<file path="config.mk">
export PLATFORM = sky130hd
export DESIGN_NAME = timebase_sched
export DESIGN_NICKNAME = d
export VERILOG_FILES = /design/src/rtl/timebase_pkg.sv /design/src/rtl/tick_prescaler.sv /design/src/rtl/timebase_sched.sv
export SDC_FILE = /design/constraint.sdc
export NUM_CORES = 1
export LEC_CHECK = 0
export ABC_AREA = 0
export CAP_MARGIN = 20
export CORE_MARGIN = 5
export CORE_UTILIZATION = 35
export CTS_CLUSTER_DIAMETER = 120
export DETAILED_ROUTE_END_ITERATION = 16
export MAX_ROUTING_LAYER = met4
export SYNTH_ARGS = -nofsm -noshare
export SYNTH_HDL_FRONTEND = slang
export SYNTH_HIERARCHICAL = 1
export SYNTH_SLANG_ARGS = --single-unit
export TNS_END_PERCENT = 50
</file>
<file path="constraint.sdc">
create_clock -name clk -period 4.15 [get_ports clk]
set_input_delay 0.6225 -clock clk [delete_from_list [all_inputs] [get_ports clk]]
set_output_delay 0.6225 -clock clk [all_outputs]
set_load 0.05 [all_outputs]
</file>
<file path="src/rtl/timebase_pkg.sv">
// Shared encodings for the timebase scheduler.
// Command opcodes and the per-channel run state.
package timebase_pkg;

    typedef enum logic [1:0] {
        OP_STOP      = 2'b00,
        OP_START_ONE = 2'b01,
        OP_START_PER = 2'b10,
        OP_SET_PER   = 2'b11
    } cfg_op_e;

    typedef enum logic [1:0] {
        IDLE    = 2'd0,
        RUN_ONE = 2'd1,
        RUN_PER = 2'd2
    } ch_state_e;

endpackage

</file>
<file path="src/rtl/tick_prescaler.sv">
// Free-running divider producing a one-cycle base_tick enable.
// base_tick is registered: high the cycle after the counter hits DIV-1.
module tick_prescaler #(
    parameter int DIV = 12000
) (
    input  logic clk,
    input  logic rst_n,
    output logic base_tick
);

    localparam int PW = (DIV > 2) ? $clog2(DIV) : 1;
    localparam logic [PW-1:0] LAST = PW'(DIV - 1);

    logic [PW-1:0] cnt;

    always_ff @(posedge clk or negedge rst_n) begin
        if (!rst_n) begin
            cnt       <= '0;
            base_tick <= 1'b0;
        end else begin
            base_tick <= (cnt == LAST);
            cnt       <= (cnt == LAST) ? '0 : cnt + 1'b1;
        end
    end

endmodule

</file>
<file path="src/rtl/timebase_sched.sv">
// Timebase scheduler: one shared prescaler feeding NCH tick channels.
// Commands are stalled on base_tick cycles so they never race counting.
module timebase_sched
    import timebase_pkg::*;
#(
    parameter int CLK_HZ  = 12_000_000,
    parameter int BASE_HZ = 1000,
    parameter int NCH     = 4,
    parameter int CW      = 16,
    parameter int PER_RST = 1000,
    localparam int CHW    = (NCH > 1) ? $clog2(NCH) : 1
) (
    input  logic           clk,
    input  logic           rst_n,
    input  logic           cfg_valid,
    output logic           cfg_ready,
    input  logic [CHW-1:0] cfg_ch,
    input  logic [1:0]     cfg_op,
    input  logic [CW-1:0]  cfg_period,
    output logic           base_tick,
    output logic [NCH-1:0] tick,
    output logic [NCH-1:0] busy
);

    localparam int DIV = CLK_HZ / BASE_HZ;

    logic    accept;
    cfg_op_e op;

    tick_prescaler #(
        .DIV(DIV)
    ) u_prescaler (
        .clk      (clk),
        .rst_n    (rst_n),
        .base_tick(base_tick)
    );

    assign cfg_ready = ~base_tick;
    assign accept    = cfg_valid & cfg_ready;
    assign op        = cfg_op_e'(cfg_op);

    for (genvar i = 0; i < NCH; i++) begin : g_ch
        ch_state_e     state;
        logic [CW-1:0] per;
        logic [CW-1:0] cnt;
        logic          tick_q;
        logic          busy_q;
        logic          sel;

        assign sel     = accept && (cfg_ch == CHW'(i));
        assign tick[i] = tick_q;
        assign busy[i] = busy_q;

        always_ff @(posedge clk or negedge rst_n) begin
            if (!rst_n) begin
                state  <= IDLE;
                per    <= CW'(PER_RST);
                cnt    <= '0;
                tick_q <= 1'b0;
                busy_q <= 1'b0;
            end else begin
                tick_q <= 1'b0;
                if (sel) begin
                    unique case (op)
                        OP_STOP: begin
                            state  <= IDLE;
                            busy_q <= 1'b0;
                        end
                        OP_START_ONE: begin
                            state  <= RUN_ONE;
                            busy_q <= 1'b1;
                            cnt    <= per;
                        end
                        OP_START_PER: begin
                            state  <= RUN_PER;
                            busy_q <= 1'b1;
                            cnt    <= per;
                        end
                        OP_SET_PER: begin
                            per <= (cfg_period == '0) ? CW'(1) : cfg_period;
                        end
                    endcase
                end else if (base_tick && state != IDLE) begin
                    // Terminal count: strobe, then reload or retire.
                    if (cnt == CW'(1)) begin
                        tick_q <= 1'b1;
                        if (state == RUN_PER) begin
                            cnt <= per;
                        end else begin
                            cnt    <= '0;
                            state  <= IDLE;
                            busy_q <= 1'b0;
                        end
                    end else begin
                        cnt <= cnt - 1'b1;
                    end
                end
            end
        end
    end

endmodule
</file>
==> summary.md, run 1 <==
| Metric | Value |
|---|---|
| Status | `finished, final reports clean` |
| Syn_area_per_cell | `10.5 um2` |
| Final hold violations | `0` |
| Detailed Place HPWL | `14.3 mm` |
| Root Buffer | `clkbuf_16` |
| Share of cells above drive strength 1 | `0.174` |
| Metal2 WL | `9.34 mm` |
| Die Width | `162 um` |
| R2r setup slk | `1490 ps` |
| DIE HEIGHT | `162 um` |
| RSZ-0062 raised after global routing | `no` |
| Syn Std Cell Area | `0.00810 mm2` |
| Vias | `6371` |
| Synthesized Nets | `811` |
| Final worst path period share | `0.686` |
| Initial Util | `0.357` |
| Slew Limit Headroom | `0.255` |
| Clk_skew | `14.3 ps` |
| TritonCTS Buffers | `17` |
| Post-Synthesis Cells | `773` |
| Crit path from | `u_prescaler/base_tick$_DFF_PN0_` |
| GRT Overall Usage | `0.170` |
| Synth Register Bits | `159` |
| Final net count | `839` |
| Cell taking the most area after synthesis | `dfrtp_1` |
| Vias per cell | `5.80` |
| Row Count | `55` |
| Crit path max-delay cell type | `dfrtp_1` |
| Final worst setup slack | `1310 ps` |
| Clk pin slew, worst setup/hold paths | `80 ps` |
| Leakage power | `3.56 nW` |
| Fmax | `352 MHz` |
| WP buf/inv | `2` |
| Crit path cell chain | `inv_1, clkdlybuf4s50_1` |
| CTS resizes | `0` |
| Vias in the first global route | `6256` |
| Initial antenna violation count | `1` |
| Die area | `0.0263 mm2` |
| Largest cells by area after synthesis | `dfrtp_1 42%, mux2_2 8.3%, dfstp_2 7.8%` |
| PD cells | `519 mW/mm2` |
| Wl on met1 | `10.2 mm` |
| CTS Hold Buffers Added | `0` |
| Critical path endpoint category | `output port` |
| Critical path startpoint category | `register` |
| CP required | `3530 ps` |
| Synth Flop Type | `dfrtp_1` |
| Later-pin clock latency in the skew report | `440 ps` |
| Antenna Cells | `0` |
| DRC Markers | `0` |
| Reg2reg start | `u_prescaler/base_tick$_DFF_PN0_` |
| Setup WS pre-CTS | `941 ps` |
| Final wirelength | `21.2 mm` |
| Post-DP Area | `0.00867 mm2` |
| Core area | `0.0227 mm2` |
| Ports | `33` |
| Final setup violating endpoints | `0` |
| Synth cell types | `71` |
| Family with the most delay on the worst path | `buffers and inverters` |
| Fin. max-slew vios | `0` |
| CP peak stage delay | `820 ps` |
| Placer Congestion | `0.866` |
| Hold Path Class | `input port to async pin` |
| TritonCTS clock tree | `yes` |
| Total congestion overflow | `0` |
| CTS HTree Levels | `4` |
| Worst-Margin Slew | `1110 ps` |
| DR pass1 iterations | `5` |
| Commonest non-fill, non-tap cell in the layout | `dfrtp_1` |
| EDFF count, synth | `0` |
| Worst path arrival time | `2220 ps` |
| Hold_ws | `225 ps` |
| Most frequent cells in the layout | `135 x dfrtp_1, 79 x nand2_1, 60 x o21ai_0, 60 x mux2_2, 53 x nor2_1` |
| Synth top area share | `0.417` |
| Sink Count | `159` |
| First-pass GRT wire length | `34.4 mm` |
| Period minus WS final | `2840 ps` |
| Setup TNS | `0 ps` |
| Initial DRC Count | `439` |
| CP max FO | `21` |
| Clock Tree Buf Depth | `2` |
| Highest metal used | `met4` |
| Fin area | `0.00932 mm2` |
| PortBufs | `32` |
| DR WL met3 | `1.06 mm` |
| Crit Path Category | `register to output port` |
| Max_cap viols | `0` |
| Layout Area Growth over Synthesis | `15.0%` |
| Antenna Nets Post-Route | `0` |
| Yosys warns | `6` |
| WL per Instance | `19.3 um` |
| Fraction of registers with async set/reset | `1.00` |
| Max VDD drop | `205 uV` |
| Largest net degree at the start of global routing | `87` |
| Postcts setup bufs | `0` |
| Register area share after synthesis | `0.495` |
## final timing paths
| path | end | cells after the start |
|---|---|---|
| worst min-delay path | g_ch[0].cnt[7]$_DFFE_PN0P_ | 1 |
| worst max register to register | g_ch[0].per[13]$_DFFE_PN0P_ | 4 |
| worst max-delay path | cfg_ready | 2 |
| min in group clk | g_ch[2].cnt[13]$_DFFE_PN0P_ | 2 |
| worst min register to register | g_ch[2].cnt[13]$_DFFE_PN0P_ | 2 |
| max in group asynchronous | g_ch[1].per[8]$_DFFE_PN1P_ | 2 |
## synth_stat cells, types with 5 or more instances
| library cell | count |
|---|---|
| buf_2 | 8 |
| o211ai_1 | 6 |
| nand4_1 | 13 |
| a221o_1 | 27 |
| inv_1 | 14 |
| buf_4 | 11 |
| o21a_1 | 5 |
| and2_1 | 9 |
| dfrtp_1 | 135 |
| a32oi_1 | 6 |
| and3_1 | 5 |
| nor3b_1 | 7 |
| clkbuf_1 | 11 |
| a31oi_1 | 5 |
| nor2_1 | 53 |
| ha_1 | 15 |
| o21ai_0 | 60 |
| a21oi_1 | 22 |
| nor3_1 | 31 |
| nand2_1 | 79 |
| o311ai_0 | 11 |
| dfstp_2 | 24 |
| a22oi_1 | 8 |
| xor2_1 | 8 |
| nor4_1 | 23 |
| mux2_2 | 60 |
| nand3_1 | 28 |
| or3_1 | 9 |
## state kept, by name, indices dropped and copies added (netlist names)
name / count
g_ch.per: 64
u_prescaler/cnt: 14
u_prescaler/base_tick: 1
g_ch.state: 8
g_ch.tick_q: 4
g_ch.cnt: 64
g_ch.busy_q: 4
## cell families after synthesis
family | synth area share
AO/OA/AOI/OAI | 0.167
XOR/XNOR | 0.0119
adder cells (fa/ha/maj) | 0.0232
buffers and inverters | 0.0300
flip-flops | 0.495
multiplexers | 0.0834
AND/OR/NAND/NOR | 0.189
## per-stage QoR
| step | instances | utilization | total power, W |
|---|---|---|---|
| 2_1_floorplan | 773 | - | 0.00284 |
| 3_3_place_gp | 1066 | 0.382 | 0.00311 |
| 3_5_place_dp | 1066 | 0.382 | 0.00313 |
| 4_1_cts | 1098 | 0.410 | 0.00487 |
| 5_1_grt | 1099 | 0.410 | 0.00509 |
| 6_report | 1099 | 0.410 | 0.00484 |
## report_power, final
group	leakage (nW)	total, W	internal (W)	switching (W)
registers	1.85	0.00232	0.00196	0.000358
logic	1.41	0.000792	0.000399	0.000393
clock network	0.307	0.00173	0.00104	0.000691
total	3.56	0.00484	0.00340	0.00144
## routing by layer
layer | track usage | vias up
li1 | - | 2987
met1 | 0.236 | 3153
met2 | 0.248 | 194
met3 | 0.0370 | 37
met4 | 0.0596 | 0
met5 | - | -
## area by class of cell
type | instances | area [um2]
clock inverters | 13 | 199
well taps | 285 | 357
flip-flops and latches | 159 | 4010
clock buffers | 19 | 443
repair buffers | 42 | 409
inverters | 14 | 52.6
multi-input cells | 567 | 3850
fillers | 2205 | 13400
Note: power is estimated with default switching activity, not from simulation.
==> inputs of run 2 (changes only) <==
==> constraint.sdc (replaced) <==
create_clock -name clk -period 2.8 [get_ports clk]
set_input_delay 0.42 -clock clk [delete_from_list [all_inputs] [get_ports clk]]
set_output_delay 0.42 -clock clk [all_outputs]
set_load 0.05 [all_outputs]
==> run 2 against run 1 <==
First-iteration DRC count increased by 18%. Count of clock-buffer cells in the layout increased by 1. Non-clock buffer count up 37. Final cell count rose by 3.4%. Clock skew down 2.1 ps. Sequential power rose by 48%. Die area stayed put. Wire length up 5.0%. Sequential share of layout area decreased by 0.95 points. Register-to-register slack worse by 1200 ps. Critical path type unchanged. Largest cell class unchanged. Highest routed layer unchanged.
==> summary.md, run 2 (same netlist as run 1, synthesis figures left out) <==
| Metric | Value |
|---|---|
| Hold Path Class | `register to register` |
| Most frequent cells in the layout | `135 x dfrtp_1, 79 x nand2_1, 60 x o21ai_0, 60 x mux2_2, 53 x nor2_1` |
| Die area | `0.0263 mm2` |
| Largest net degree at the start of global routing | `69` |
| Crit path cell chain | `buf_4, clkdlybuf4s50_1` |
| Ports | `33` |
| Initial antenna violation count | `0` |
| DIE HEIGHT | `162 um` |
| Crit path from | `u_prescaler/base_tick$_DFF_PN0_` |
| Final hold violations | `0` |
| CP required | `2380 ps` |
| Final wirelength | `22.3 mm` |
| Placer Congestion | `0.911` |
| Worst path arrival time | `2210 ps` |
| Crit path max-delay cell type | `clkdlybuf4s50_1` |
| Die Width | `162 um` |
| Share of cells above drive strength 1 | `0.208` |
| Clock Tree Buf Depth | `2` |
| Period minus WS final | `2630 ps` |
| R2r setup slk | `320 ps` |
| Initial DRC Count | `520` |
| Max VDD drop | `375 uV` |
| Fmax | `380 MHz` |
| Sink Count | `159` |
| Largest regs | `g_ch.cnt: 64 flops, g_ch.per: 64 flops, u_prescaler/cnt: 14 flops` |
| Clk pin slew, worst setup/hold paths | `60 ps` |
| Vias per cell | `5.75` |
| Critical path endpoint category | `output port` |
| Slew Limit Headroom | `0.498` |
| Initial Util | `0.357` |
| CTS resizes | `0` |
| Detailed Place HPWL | `15.4 mm` |
| Vias | `6530` |
| Fin. max-slew vios | `0` |
| RSZ-0062 raised after global routing | `no` |
| First-pass GRT wire length | `35.7 mm` |
| GRT Overall Usage | `0.178` |
| Layout Area Growth over Synthesis | `17.6%` |
| Worst-Margin Slew | `746 ps` |
| Final net count | `876` |
| Status | `finished, final reports clean` |
| PortBufs | `32` |
| Commonest non-fill, non-tap cell in the layout | `dfrtp_1` |
| Reg2reg start | `g_ch[2].cnt[12]$_DFFE_PN0P_` |
| Total congestion overflow | `0` |
| WL per Instance | `19.6 um` |
| Worst r2r dst | `g_ch[2].cnt[2]$_DFFE_PN0P_` |
| Crit Path Category | `register to output port` |
| PD cells | `729 mW/mm2` |
| Vias in the first global route | `6426` |
| Final worst setup slack | `169 ps` |
| Fillers | `2182` |
| CTS Hold Buffers Added | `1` |
| CTS HTree Levels | `4` |
| Clk_skew | `12.1 ps` |
| R2R cell count | `5` |
| TritonCTS Buffers | `17` |
| Setup WS pre-CTS | `181 ps` |
| Antenna Nets Post-Route | `0` |
| Final setup violating endpoints | `0` |
| CP peak stage delay | `810 ps` |
| Setup TNS | `0 ps` |
| Core area | `0.0227 mm2` |
| CP max FO | `17` |
| Antenna Cells | `0` |
| Row Count | `55` |
| Later-pin clock latency in the skew report | `430 ps` |
| CP endpoint | `base_tick` |
| Postcts setup bufs | `0` |
| TritonCTS clock tree | `yes` |
| DR pass1 iterations | `5` |
| DRC Markers | `0` |
| Final worst path period share | `0.940` |
| Max_cap viols | `0` |
| Critical path startpoint category | `register` |
| Leakage power | `3.70 nW` |
| Root Buffer | `clkbuf_16` |
## run 2: worst max-delay path, delay by kind of cell, from the launching register on
| kind | cells | cell delay (ps) |
|---|---|---|
| flip-flops | 1 | 710 |
| buffers and inverters | 2 | 1080 |
## run 2: final cells by class
type                    instances  area (um2)  share of cell area
clock buffers                  20         447              0.0469
multi-input cells             567        3850               0.404
repair buffers                 79         689              0.0724
clock inverters                12         125              0.0131
well taps                     285         357              0.0374
inverters                      14        52.6             0.00552
flip-flops and latches        159        4010               0.421
## run 2: worst min path at each step
| stage | slack [ps] | from | cells after the start | endpoint |
|---|---|---|---|---|
| 3_3_place_gp | 410 | rst_n | 1 | g_ch[0].cnt[9]$_DFFE_PN0P_ |
| 3_5_place_dp | 410 | rst_n | 1 | g_ch[0].cnt[9]$_DFFE_PN0P_ |
| 4_1_cts | 490 | g_ch[0].per[15]$_DFFE_PN0P_ | 1 | g_ch[0].cnt[15]$_DFFE_PN0P_ |
| 2_1_floorplan | 120 | rst_n | 0 | g_ch[0].busy_q$_DFFE_PN0P_ |
| 5_1_grt | 510 | g_ch[2].per[12]$_DFFE_PN0P_ | 1 | g_ch[2].per[12]$_DFFE_PN0P_ |
| 6_report | 490 | g_ch[0].per[15]$_DFFE_PN0P_ | 1 | g_ch[0].cnt[15]$_DFFE_PN0P_ |
## run 2: metrics by stage
| step | util | std cells | cell area, um2 | hold WS [ps] | power [W] |
|---|---|---|---|---|---|
| 2_1_floorplan | - | 773 | 8100 | 124 | 0.00421 |
| 3_3_place_gp | 0.394 | 1103 | 8940 | 411 | 0.00465 |
| 3_5_place_dp | 0.394 | 1103 | 8940 | 407 | 0.00468 |
| 4_1_cts | 0.419 | 1136 | 9530 | 492 | 0.00699 |
| 5_1_grt | 0.419 | 1136 | 9530 | 513 | 0.00731 |
| 6_report | 0.419 | 1136 | 9530 | 486 | 0.00694 |
## run 2: power by group
| group | internal, W | switching (W) |
|---|---|---|
| Clock | 0.00127 | 0.00101 |
| Combinational | 0.000628 | 0.000598 |
| Sequential | 0.00291 | 0.000527 |
## run 2: routing by layer
layer  global-route usage  wire [um]  vias up  share of wire
li1                     -          -     3078              -
met1                0.247      10500     3234           0.47
met2                0.268      10200      198           0.46
met3               0.0302       1230       20          0.055
met4               0.0523        345        0          0.015
met5                    -          0        -              0
==> inputs of run 3 (changes only) <==
--- a/config.mk
+++ b/config.mk
@@ -11,6 +11,8 @@
 export CORE_UTILIZATION = 35
 export CTS_CLUSTER_DIAMETER = 120
 export DETAILED_ROUTE_END_ITERATION = 16
+export DONT_BUFFER_PORTS = 1
+export GPL_TIMING_DRIVEN = 0
 export MAX_ROUTING_LAYER = met4
 export SYNTH_ARGS = -nofsm -noshare
 export SYNTH_HDL_FRONTEND = slang
==> run 3 against run 2 <==
The flow now finishes with violations (hold timing). Largest power group unchanged. Combinational power decreased by 12%. Flip-flop and latch count unchanged. Register-to-register slack got worse by 130 ps. Count of clock-buffer cells in the layout decreased by 2. Clock power about the same.
==> summary.md, run 3 (same netlist as run 1, synthesis figures left out) <==
| Metric | Value |
|---|---|
| Initial DRC Count | `512` |
| DRC Markers | `0` |
| DR pass1 iterations | `5` |
| RSZ-0062 raised after global routing | `no` |
| Die Width | `162 um` |
| Reg2reg start | `u_prescaler/base_tick$_DFF_PN0_` |
| Status | `finished, violations left` |
| Clk_skew | `12.3 ps` |
| First-pass GRT wire length | `33.7 mm` |
| Postcts setup bufs | `0` |
| Sink Count | `159` |
| Clk pin slew, worst setup/hold paths | `70 ps` |
| Crit path from | `u_prescaler/base_tick$_DFF_PN0_` |
| Final hold violations | `159` |
| Most frequent CP cell | `o21ai_0` |
| Largest regs | `g_ch.cnt: 64 flops, g_ch.per: 64 flops, u_prescaler/cnt: 14 flops` |
| Final setup violating endpoints | `0` |
| Finished Layout Cells | `1090` |
| Layout Area Growth over Synthesis | `11.6%` |
| Initial Util | `0.357` |
| Detailed Place HPWL | `14.7 mm` |
| Crit path cell chain | `clkbuf_2, inv_1, nand4_1, o21ai_0, o21ai_0, a221o_1` |
| Total congestion overflow | `0` |
| CP peak stage delay | `560 ps` |
| Vias | `6333` |
| Worst-Margin Slew | `1010 ps` |
| Ports | `33` |
| PortBufs | `0` |
| Initial antenna violation count | `0` |
| Worst r2r dst | `g_ch[3].cnt[8]$_DFFE_PN0P_` |
| Worst path arrival time | `2910 ps` |
| Later-pin clock latency in the skew report | `430 ps` |
| Setup TNS | `0 ps` |
| CTS HTree Levels | `4` |
| Final wirelength | `21.2 mm` |
| Max VDD drop | `363 uV` |
| TritonCTS Buffers | `17` |
| GRT Overall Usage | `0.166` |
| CP max FO | `10` |
| Slew Limit Headroom | `0.323` |
| Hold Path Class | `input port to async pin` |
| Fin. max-slew vios | `0` |
| Final worst path period share | `0.930` |
| Root Buffer | `clkbuf_16` |
| Row Count | `55` |
| CP required | `3110 ps` |
| Fmax | `384 MHz` |
| Die area | `0.0263 mm2` |
| Placed instance count | `1058` |
| Vias per cell | `5.81` |
| DIE HEIGHT | `162 um` |
| R2r setup slk | `190 ps` |
| Critical path endpoint category | `register` |
| Clock Tree Buf Depth | `2` |
| Leakage power | `3.47 nW` |
| Critical path startpoint category | `register` |
| Max_cap viols | `0` |
| Period minus WS final | `2610 ps` |
| TritonCTS clock tree | `yes` |
| PD cells | `753 mW/mm2` |
| Failing checks | `hold timing` |
| Commonest non-fill, non-tap cell in the layout | `dfrtp_1` |
| Crit path max-delay cell type | `dfrtp_2` |
| Vias in the first global route | `5986` |
| Placer Congestion | `0.892` |
| Antenna Cells | `0` |
| Final net count | `830` |
| Largest net degree at the start of global routing | `160` |
| R2R cell count | `6` |
| Most frequent cells in the layout | `134 x dfrtp_1, 79 x nand2_1, 60 x mux2_2` |
| Hold_ws | `-328 ps` |
| Share of cells above drive strength 1 | `0.194` |
| WL per Instance | `19.4 um` |
| Antenna Nets Post-Route | `0` |
| Crit Path Category | `register to register` |
| Core area | `0.0227 mm2` |
==> run 3: worst max-delay path by stage <==
stage	endpoint	cells past startpoint
3_5_place_dp	g_ch[0].cnt[5]$_DFFE_PN0P_	8
2_1_floorplan	g_ch[0].cnt[9]$_DFFE_PN0P_	8
3_3_place_gp	g_ch[0].cnt[9]$_DFFE_PN0P_	8
5_1_grt	g_ch[2].per[15]$_DFFE_PN0P_	6
6_report	g_ch[3].cnt[8]$_DFFE_PN0P_	6
4_1_cts	g_ch[0].cnt[8]$_DFFE_PN0P_	6
==> run 3: through the flow <==
stage               utilization  total power, W  instance area [um2]  setup slack [ps]  hold slack [ps]
floorplan                     -         0.00421                 8100               546              124
global placement          0.372         0.00449                 8450              -141              128
detailed placement        0.372         0.00453                 8450              -145              129
CTS                       0.398         0.00683                 9030              35.4             -338
global route              0.398         0.00715                 9030              6.30             -343
finish                    0.398         0.00680                 9030               195             -328
==> run 3: routing by layer <==
| layer | track usage | wire [um] | up-vias |
|---|---|---|---|
| met5 | - | 0 | - |
| met4 | 0.0400 | 218 | 0 |
| met3 | 0.0322 | 1030 | 19 |
| met2 | 0.252 | 9750 | 152 |
| met1 | 0.230 | 10200 | 3183 |
| li1 | - | - | 2979 |
==> run 3: final cells by class <==
type	count	area [um2]
fillers	2208	13700
flip-flops and latches	159	4010
multi-input cells	567	3850
clock buffers	18	439
well taps	285	357
plain buffers	33	191
clock inverters	14	134
inverters	14	52.6
==> run 3: report_power, final <==
group	switching, W	internal [W]	total, W
Sequential	0.000523	0.00291	0.00343
Clock	0.00108	0.00121	0.00229
Combinational	0.000512	0.000570	0.00108
==> run 3: what timing repair did <==
action,in CTS,in global routing
cloned,0,0
endpoints found under the setup margin,35,33
hold endpoints to repair,159,159
resized for setup,1,4
pin swaps,0,1
==> run 3: critical path: cells and delay by family (launching register included) <==
family	cells	cell delay, ps
AOI/OAI and AO/OA	3	850
buffers and inverters	2	680
DFF	1	560
and+or+nand+nor	1	390
